[src/rtl/coherent_memory_control_if.sv]
// Cache-control bus between both CPUs' caches, the RAM port and
// the coherent memory controller.
interface coherent_memory_control_if #(
   parameter int CPUS = 2
);
   logic [CPUS-1:0]       iREN;
   logic [CPUS-1:0]       dREN;
   logic [CPUS-1:0]       dWEN;
   logic [CPUS-1:0][31:0] iaddr;
   logic [CPUS-1:0][31:0] daddr;
   logic [CPUS-1:0][31:0] dstore;
   logic [CPUS-1:0]       ccwrite;
   logic [CPUS-1:0]       cctrans;
   logic [CPUS-1:0]       halt;
   logic [31:0]           ramload;
   logic [1:0]            ramstate;
   logic [CPUS-1:0]       iwait;
   logic [CPUS-1:0]       dwait;
   logic [CPUS-1:0][31:0] iload;
   logic [CPUS-1:0][31:0] dload;
   logic                  ramREN;
   logic                  ramWEN;
   logic [31:0]           ramaddr;
   logic [31:0]           ramstore;
   logic [CPUS-1:0]       ccwait;
   logic [CPUS-1:0]       ccinv;
   logic [CPUS-1:0][31:0] ccsnoopaddr;

   modport master (
      input  iREN, dREN, dWEN,
      input  iaddr, daddr, dstore,
      input  ccwrite, cctrans, halt,
      input  ramload, ramstate,
      output iwait, dwait, iload, dload,
      output ramREN, ramWEN,
      output ramaddr, ramstore,
      output ccwait, ccinv, ccsnoopaddr
   );

   modport slave (
      output iREN, dREN, dWEN,
      output iaddr, daddr, dstore,
      output ccwrite, cctrans, halt,
      output ramload, ramstate,
      input  iwait, dwait, iload, dload,
      input  ramREN, ramWEN,
      input  ramaddr, ramstore,
      input  ccwait, ccinv, ccsnoopaddr
   );
endinterface

[src/rtl/coherent_memory_control.sv]
// Dual-core MSI bus controller: arbitrates icache/dcache traffic
// onto one RAM port and forwards Modified lines cache-to-cache.
module coherent_memory_control (
   input logic                 CLK,
   input logic                 RST,
   coherent_memory_control_if.master bus
);
   typedef enum logic [3:0] {
      IDLE, IFETCH, WB0, WB1, SNOOP,
      C2C0, C2C1, LOAD0, LOAD1
   } state_t;

   localparam logic [1:0] ACCESS = 2'b10;

   state_t state;
   logic   g;
   logic   p;
   logic   inv_q;
   // favoured CPU per class; flips only on completion
   logic   fav_w;
   logic   fav_r;
   logic   fav_i;
   logic   acc;
   logic   live;
   logic   done;
   logic   unused;

   logic [1:0]       iwait;
   logic [1:0]       dwait;
   logic [1:0][31:0] iload;
   logic [1:0][31:0] dload;
   logic [1:0]       ccwait;
   logic [1:0]       ccinv;
   logic [1:0][31:0] snoop;
   logic             ren;
   logic             wen;
   logic [31:0]      addr;
   logic [31:0]      store;

   function automatic logic pick(
      input logic [1:0] req,
      input logic       fav
   );
      return req[fav] ? fav : ~fav;
   endfunction

   assign p      = ~g;
   assign acc    = bus.ramstate == ACCESS;
   assign unused = ^bus.halt;

   always_comb begin
      live = 1'b0;
      unique case (state)
         IDLE:     live = 1'b0;
         IFETCH:   live = bus.iREN[g];
         WB0, WB1: live = bus.dWEN[g];
         default:  live = bus.dREN[g];
      endcase
      live = live & ~RST;
   end

   assign done = live & acc &
      (state inside {IFETCH, WB1, C2C1, LOAD1});

   always_ff @(posedge CLK) begin
      if (RST) begin
         state <= IDLE;
         g     <= 1'b0;
         inv_q <= 1'b0;
         fav_w <= 1'b0;
         fav_r <= 1'b0;
         fav_i <= 1'b0;
      end else begin
         unique case (state)
            IDLE: begin
               if (|bus.dWEN) begin
                  g     <= pick(bus.dWEN, fav_w);
                  state <= WB0;
               end else if (|bus.dREN) begin
                  g     <= pick(bus.dREN, fav_r);
                  state <= SNOOP;
               end else if (|bus.iREN) begin
                  g     <= pick(bus.iREN, fav_i);
                  state <= IFETCH;
               end
            end
            SNOOP: begin
               inv_q <= bus.ccwrite[g] & bus.cctrans[g];
               if (!live)          state <= IDLE;
               else if (bus.dWEN[p]) state <= C2C0;
               else                state <= LOAD0;
            end
            default: begin
               if (!live) state <= IDLE;
               else if (acc) begin
                  unique case (state)
                     WB0:     state <= WB1;
                     C2C0:    state <= C2C1;
                     LOAD0:   state <= LOAD1;
                     default: state <= IDLE;
                  endcase
               end
            end
         endcase
         if (done) begin
            if (state == IFETCH)   fav_i <= p;
            else if (state == WB1) fav_w <= p;
            else                   fav_r <= p;
         end
      end
   end

   always_comb begin
      iwait  = '1;
      dwait  = '1;
      iload  = '0;
      dload  = '0;
      ccwait = '0;
      ccinv  = '0;
      snoop  = '0;
      ren    = 1'b0;
      wen    = 1'b0;
      addr   = '0;
      store  = '0;
      if (live) begin
         unique case (state)
            IFETCH: begin
               ren  = 1'b1;
               addr = bus.iaddr[g];
               if (acc) begin
                  iwait[g] = 1'b0;
                  iload[g] = bus.ramload;
               end
            end
            WB0, WB1: begin
               wen   = 1'b1;
               addr  = bus.daddr[g];
               store = bus.dstore[g];
               if (acc) dwait[g] = 1'b0;
            end
            C2C0, C2C1: begin
               wen   = 1'b1;
               addr  = bus.daddr[p];
               store = bus.dstore[p];
               if (acc) begin
                  dwait    = '0;
                  dload[g] = bus.dstore[p];
               end
            end
            LOAD0, LOAD1: begin
               ren  = 1'b1;
               addr = bus.daddr[g];
               if (acc) begin
                  dwait[g] = 1'b0;
                  dload[g] = bus.ramload;
               end
            end
            default: ;
         endcase
         if (state inside {SNOOP, C2C0, C2C1, LOAD0, LOAD1}) begin
            ccwait[p] = 1'b1;
            snoop[p]  = bus.daddr[g];
            // snoop cycle samples live intent; later beats use the latch
            ccinv[p]  = (state == SNOOP)
                      ? bus.ccwrite[g] & bus.cctrans[g]
                      : inv_q;
         end
      end
   end

   assign bus.iwait       = iwait;
   assign bus.dwait       = dwait;
   assign bus.iload       = iload;
   assign bus.dload       = dload;
   assign bus.ccwait      = ccwait;
   assign bus.ccinv       = ccinv;
   assign bus.ccsnoopaddr = snoop;
   assign bus.ramREN      = ren;
   assign bus.ramWEN      = wen;
   assign bus.ramaddr     = addr;
   assign bus.ramstore    = store;
endmodule

[src/flat_wrapper.sv]
// flat-port wrapper written by rule: the top's interface ports become plain ports
module coherent_memory_control_flat 
  (CLK, RST, bus_iREN, bus_dREN, bus_dWEN, bus_iaddr, bus_daddr, bus_dstore, bus_ccwrite, bus_cctrans, bus_halt, bus_ramload, bus_ramstate, bus_iwait, bus_dwait, bus_iload, bus_dload, bus_ramREN, bus_ramWEN, bus_ramaddr, bus_ramstore, bus_ccwait, bus_ccinv, bus_ccsnoopaddr);
  coherent_memory_control_if bus_i ();
  input logic CLK;
  input logic RST;
  input wire logic [$bits(bus_i.iREN)-1:0] bus_iREN;
  input wire logic [$bits(bus_i.dREN)-1:0] bus_dREN;
  input wire logic [$bits(bus_i.dWEN)-1:0] bus_dWEN;
  input wire logic [$bits(bus_i.iaddr)-1:0] bus_iaddr;
  input wire logic [$bits(bus_i.daddr)-1:0] bus_daddr;
  input wire logic [$bits(bus_i.dstore)-1:0] bus_dstore;
  input wire logic [$bits(bus_i.ccwrite)-1:0] bus_ccwrite;
  input wire logic [$bits(bus_i.cctrans)-1:0] bus_cctrans;
  input wire logic [$bits(bus_i.halt)-1:0] bus_halt;
  input wire logic [$bits(bus_i.ramload)-1:0] bus_ramload;
  input wire logic [$bits(bus_i.ramstate)-1:0] bus_ramstate;
  output wire logic [$bits(bus_i.iwait)-1:0] bus_iwait;
  output wire logic [$bits(bus_i.dwait)-1:0] bus_dwait;
  output wire logic [$bits(bus_i.iload)-1:0] bus_iload;
  output wire logic [$bits(bus_i.dload)-1:0] bus_dload;
  output wire logic [$bits(bus_i.ramREN)-1:0] bus_ramREN;
  output wire logic [$bits(bus_i.ramWEN)-1:0] bus_ramWEN;
  output wire logic [$bits(bus_i.ramaddr)-1:0] bus_ramaddr;
  output wire logic [$bits(bus_i.ramstore)-1:0] bus_ramstore;
  output wire logic [$bits(bus_i.ccwait)-1:0] bus_ccwait;
  output wire logic [$bits(bus_i.ccinv)-1:0] bus_ccinv;
  output wire logic [$bits(bus_i.ccsnoopaddr)-1:0] bus_ccsnoopaddr;
  assign bus_i.iREN = bus_iREN;
  assign bus_i.dREN = bus_dREN;
  assign bus_i.dWEN = bus_dWEN;
  assign bus_i.iaddr = bus_iaddr;
  assign bus_i.daddr = bus_daddr;
  assign bus_i.dstore = bus_dstore;
  assign bus_i.ccwrite = bus_ccwrite;
  assign bus_i.cctrans = bus_cctrans;
  assign bus_i.halt = bus_halt;
  assign bus_i.ramload = bus_ramload;
  assign bus_i.ramstate = bus_ramstate;
  assign bus_iwait = bus_i.iwait;
  assign bus_dwait = bus_i.dwait;
  assign bus_iload = bus_i.iload;
  assign bus_dload = bus_i.dload;
  assign bus_ramREN = bus_i.ramREN;
  assign bus_ramWEN = bus_i.ramWEN;
  assign bus_ramaddr = bus_i.ramaddr;
  assign bus_ramstore = bus_i.ramstore;
  assign bus_ccwait = bus_i.ccwait;
  assign bus_ccinv = bus_i.ccinv;
  assign bus_ccsnoopaddr = bus_i.ccsnoopaddr;
  coherent_memory_control u_core (.CLK(CLK), .RST(RST), .bus(bus_i));
endmodule
[config.mk]
export PLATFORM = sky130hd
export DESIGN_NAME = coherent_memory_control_flat
export DESIGN_NICKNAME = d
export VERILOG_FILES = /design/src/rtl/coherent_memory_control_if.sv /design/src/rtl/coherent_memory_control.sv /design/src/flat_wrapper.sv
export SDC_FILE = /design/constraint.sdc
export NUM_CORES = 1
export LEC_CHECK = 0
export ABC_CLOCK_PERIOD_IN_PS = 2000
export CAP_MARGIN = 0
export CORE_AREA = 2 2 196 198
export CTS_CLUSTER_DIAMETER = 30
export DETAILED_ROUTE_END_ITERATION = 16
export DIE_AREA = 0 0 198 200
export PLACE_DENSITY = 0.52
export SYNTH_ARGS = -nofsm -noshare
export SYNTH_HDL_FRONTEND = slang
export SYNTH_SLANG_ARGS = --single-unit
export TNS_END_PERCENT = 30
[constraint.sdc]
create_clock -name CLK -period 2 [get_ports CLK]
set_input_delay 0.3 -clock CLK [delete_from_list [all_inputs] [get_ports CLK]]
set_output_delay 0.3 -clock CLK [all_outputs]
set_load 0.01 [all_outputs]
Word-level counts from Yosys, hierarchy flattened
Index checks and enable logic that the tools add are counted.
Widths: inputs -> output; s select.
Cells by class
  magnitude comparators: 7
  eq/ne operators: 11
  multiplexer cells: 79
  bitwise gates (word level): 16
  reduce and logical (&&, ||, !) cells: 20
Operators with widths (count)
  $mux 32: 14
  $mux 64: 7
  $and 64x64->64: 3
  $pmux 64 s2: 1
  $pmux 32 s3: 1
  $demux 32 s1: 2
  $pmux 32 s2: 1
  $mux 1: 31
  $mux 4: 6
  $mux 2: 10
  $eq 4x3->1 const B: 4
  $pmux 4 s3: 1
  $reduce_or 2->1: 6
  $lt 1x2->1 const B: 5
  $eq 4x2->1 const B: 2
  $pmux 4 s2: 1
  $reduce_or 4->1: 2
  $not 1->1: 7
  $reduce_and 2->1: 3
  $reduce_and 3->1: 2
  $reduce_bool 5->1: 1
  $and 1x1->1: 4
  $eq 4x1->1 const B: 1
  $eq 4x4->1 const B: 1
  14 further kinds: 17
Storage, ports and cells
  flip-flop bits (word level): 9
  output and inout port bits: 266
  logic and storage cells: 139

Longest topological paths before layout
  depth after elaboration: 8
  gate-level depth with buffers: 8

Worst setup path before layout
OpenSTA, ideal clock, no wires.
  kind: reg2out
  start: register u_core.g
  end: output port bus_ramaddr[10]
  arrival: 1.766 ns
  data required time: 1.700 ns
  setup slack: -0.066 ns
  stages on the path, launching flop included: 8
  buffers on the path: 2
  cells stage by stage: dfxtp_1 > buf_4 > mux2i_1 > o32ai_4 > a21oi_1 > o31a_1 > buf_2 > a211oi_2
Between the ends
  longest elaborated chain between the ends: 5
Ends and longest elaborated chain
  start: declaration: RTL line coherent_memory_control.sv:16  | logic g;
  start signal: assignment: RTL line coherent_memory_control.sv:77  | g <= pick(bus.dWEN, fav_w);
  start signal: assignment: RTL line coherent_memory_control.sv:80  | g <= pick(bus.dREN, fav_r);
  start signal: assignment: RTL line coherent_memory_control.sv:83  | g <= pick(bus.iREN, fav_i);
  $mux 1 (on tied branches) (2 in series): RTL line coherent_memory_control.sv:57, coherent_memory_control.sv:55, coherent_memory_control.sv:56
  $pmux 1 s3: RTL line coherent_memory_control.sv:53  | unique case (state)
  $and 1x1->1: RTL line coherent_memory_control.sv:59  | live = live & ~RST;
  $mux 32 (*): RTL line coherent_memory_control.sv:125  | if (live) begin
  end: declaration: RTL line flat_wrapper.sv:24  | output wire logic [$bits(bus_i.ramaddr)-1:0] bus_ramaddr;
Mark *: on every way between the ends. The rest lies on a longest branch, timed or not. The select of a mux whose other input is x is not followed.

Worst setup path after layout
  start: register u_core.g
  end: output port bus_ramaddr[25]
The elaborated chain is that of the path after synthesis.

==> flow_summary.toml <==
[critical_path]
crit_arrival_ns = 2.40
cp.required_ns = 1.70
cp-end-kind = "output port"
critPathKind = "reg -> out"
worstPathMaxFanout = 10
crit_path_start = "u_core.g$_SDFFE_PP0P_"
cp-start-kind = "flip-flop"
r2r-start = "u_core.g$_SDFFE_PP0P_"

[place]
port-buffer-count = 503
place_area_mm2 = 0.01192
placedCellCount = 1810
dp_hpwl_mm = 32.51
place_ws_ns = -1.098
gp_congestion = 0.9005

[grt]
overflow = 0
grt_pass1_vias = 9326
track_usage = 0.2004
grt_pass1_wl_mm = 59.95
antenna_found_initial = 6
grt_max_degree = 60

[yosys]
synth_enable_flop_cells = 0
ys_async_sr_fraction = 0
ys_warn_count = 0
synth_top_area_share = 0.2043
synth_nets = 946
yosysMostFrequentCell = "and2_1"
synth_common_cells = "160 x and2_1, 81 x nor2_1, 65 x a22oi_1"
avgSynthCellArea_um2 = 6.938
syn_area_mm2 = 0.004898
ys_seq_area_frac = 0.03678
yosys-top-cells-area = "and2_1 20%, a222oi_1 13%, a221oi_1 11%"
ys_types = 53
ys.flop_type = "dfxtp_1"
ys_ff_latch = 9
postSynthCellCount = 706
yosysTopAreaCell = "and2_1"

[cells_and_area]
drive_gt1_frac = 0.4741
fill_cells = 4003
nets = 1612
final_util = 0.3474
fin_area_mm2 = 0.01299
syn2layout_area_growth_pct = 165.2
final_cells = 1887

[floorplanning]
dieArea_mm2 = 0.03960
num_rows = 71
die_h_um = 200
core-area_mm2 = 0.03740
start_util = 0.1310
die_w_um = 198
ios = 506

[sta]
fin_skew_ns = 0.003079
setup_viol = 270
grt_setup_unrepaired = "yes"
relSlewSlack = 0.6108
drv_slew = 0
period_needed_ns = 2.701
final_hold_viol_count = 0
fmax_ghz = 0.3702
setup_slack_ns = -0.7011
worst_slew_pin_slew_ns = 0.5838
finalSetupTns_ns = -124.82
period_share = 1.351
holdWs_ns = 0.4870

[pwr]
power_density_mw_per_mm2 = 231.3
leakage_nw = 5.446
vdd_drop_max_v = 0.0002206
finalPower_mw = 3.004

[routing]
drt_iter0_drc = 874
vias = 9232
drc = 0
postRouteAntennaNets = 0
wirelength_mm = 44.44
first_pass_iters = 10
viasPerCell = 4.892
route.detailed.wl_per_inst_um = 23.55

[clocking]
cts_max_level = 1
cts_root_buffer = "clkbuf_16"
cts_max_path_buffers = 2
clk_pin_slew_ns = 0.04
cts_buffers = 3
insertion_delay_ns = 0.24
tritoncts = "done"
clock_sinks = 9

[job]
maxCapViolCount = 0

[worst_hold_path]
hp-start = "u_core.fav_i$_SDFFE_PP0P_"
hold_class = "reg -> reg"

[outcome]
status = "finished, violations left"
violations = "negative setup slack"
==> registers in the layout, indices dropped and copies added (netlist names) <==
signal,cells
u_core.state,4
u_core.fav_i,1
u_core.fav_r,1
u_core.fav_w,1
u_core.g,1
u_core.inv_q,1
==> timing repair <==
action,in CTS,in global routing
endpoints found under the setup margin,271,271
hold buffers,0,0
setup buffers,37,12
pin swaps,30,34
cloned,14,7
resized for setup,753,423
==> critical path: stages (launching register included) <==
cell,delay [ns]
dfxtp_4,0.37
buf_12,0.13
mux2i_4,0.20
o32ai_4,0.25
a21oi_1,0.11
o31a_2,0.36
buf_12,0.17
buf_12,0.15
a211oi_2,0.21
buf_2,0.18
==> area by class of cell <==
cell class	instances	area, um2	share of cell area
tap	511	639.4	0.04922
sequential	9	196.4	0.01512
timing repair buffer	757	7098	0.5464
clock buffer	4	78.83	0.006068
multi-input combinational	596	4945	0.3806
antenna	5	12.51	0.0009631
inverter	5	21.27	0.001637
==> logic make-up after synthesis <==
group,count (synthesis),share of synthesized area
mux,5,0.01022
flops,9,0.03678
simple gates,324,0.3760
compound gates,266,0.4825
buf+inv,101,0.09272
xor+xnor,1,0.001788
==> power breakdown <==
part           internal (mW)  total (mW)  switching (mW)  leakage, nW
Clock                  0.268       0.368           0.100       0.0382
Combinational           1.26        2.43            1.17         5.33
Sequential             0.189       0.206          0.0180       0.0764
==> metal layers <==
layer / share of wire / wire length, um / vias to the layer above / GRT usage
met5: 0 / 0 / - / 0
met4: 0.037 / 1634 / 0 / 0.07769
met3: 0.073 / 3252 / 66 / 0.03226
met2: 0.52 / 23060 / 511 / 0.3714
met1: 0.37 / 16490 / 4494 / 0.2300
li1: - / - / 4161 / -
==> layout by cell type (no fill, tap or decap), types with 14 or more instances in the layout <==
cell type	n
a21oi_1	14
buf_2	138
nor2_1	73
buf_12	40
nor3_2	19
buf_6	70
dlygate4sd2_1	45
a222oi_1	64
and2_1	119
a221oi_1	46
clkbuf_2	40
a22oi_1	63
a211oi_2	28
clkdlybuf4s50_1	230
and2_4	41
buf_4	166
==> worst paths after layout <==
path                                                     end  slack (ns)  depth (start not counted)
worst max-delay path                         bus_ramaddr[25]       -0.70                          9
worst min-delay path               u_core.fav_i$_SDFFE_PP0P_        0.49                          2
worst max register to register  u_core.state[1]$_SDFFE_PP0P_       -0.23                          7
worst min register to register     u_core.fav_i$_SDFFE_PP0P_        0.49                          2
No activity file was read; power rests on OpenSTA's default activity.
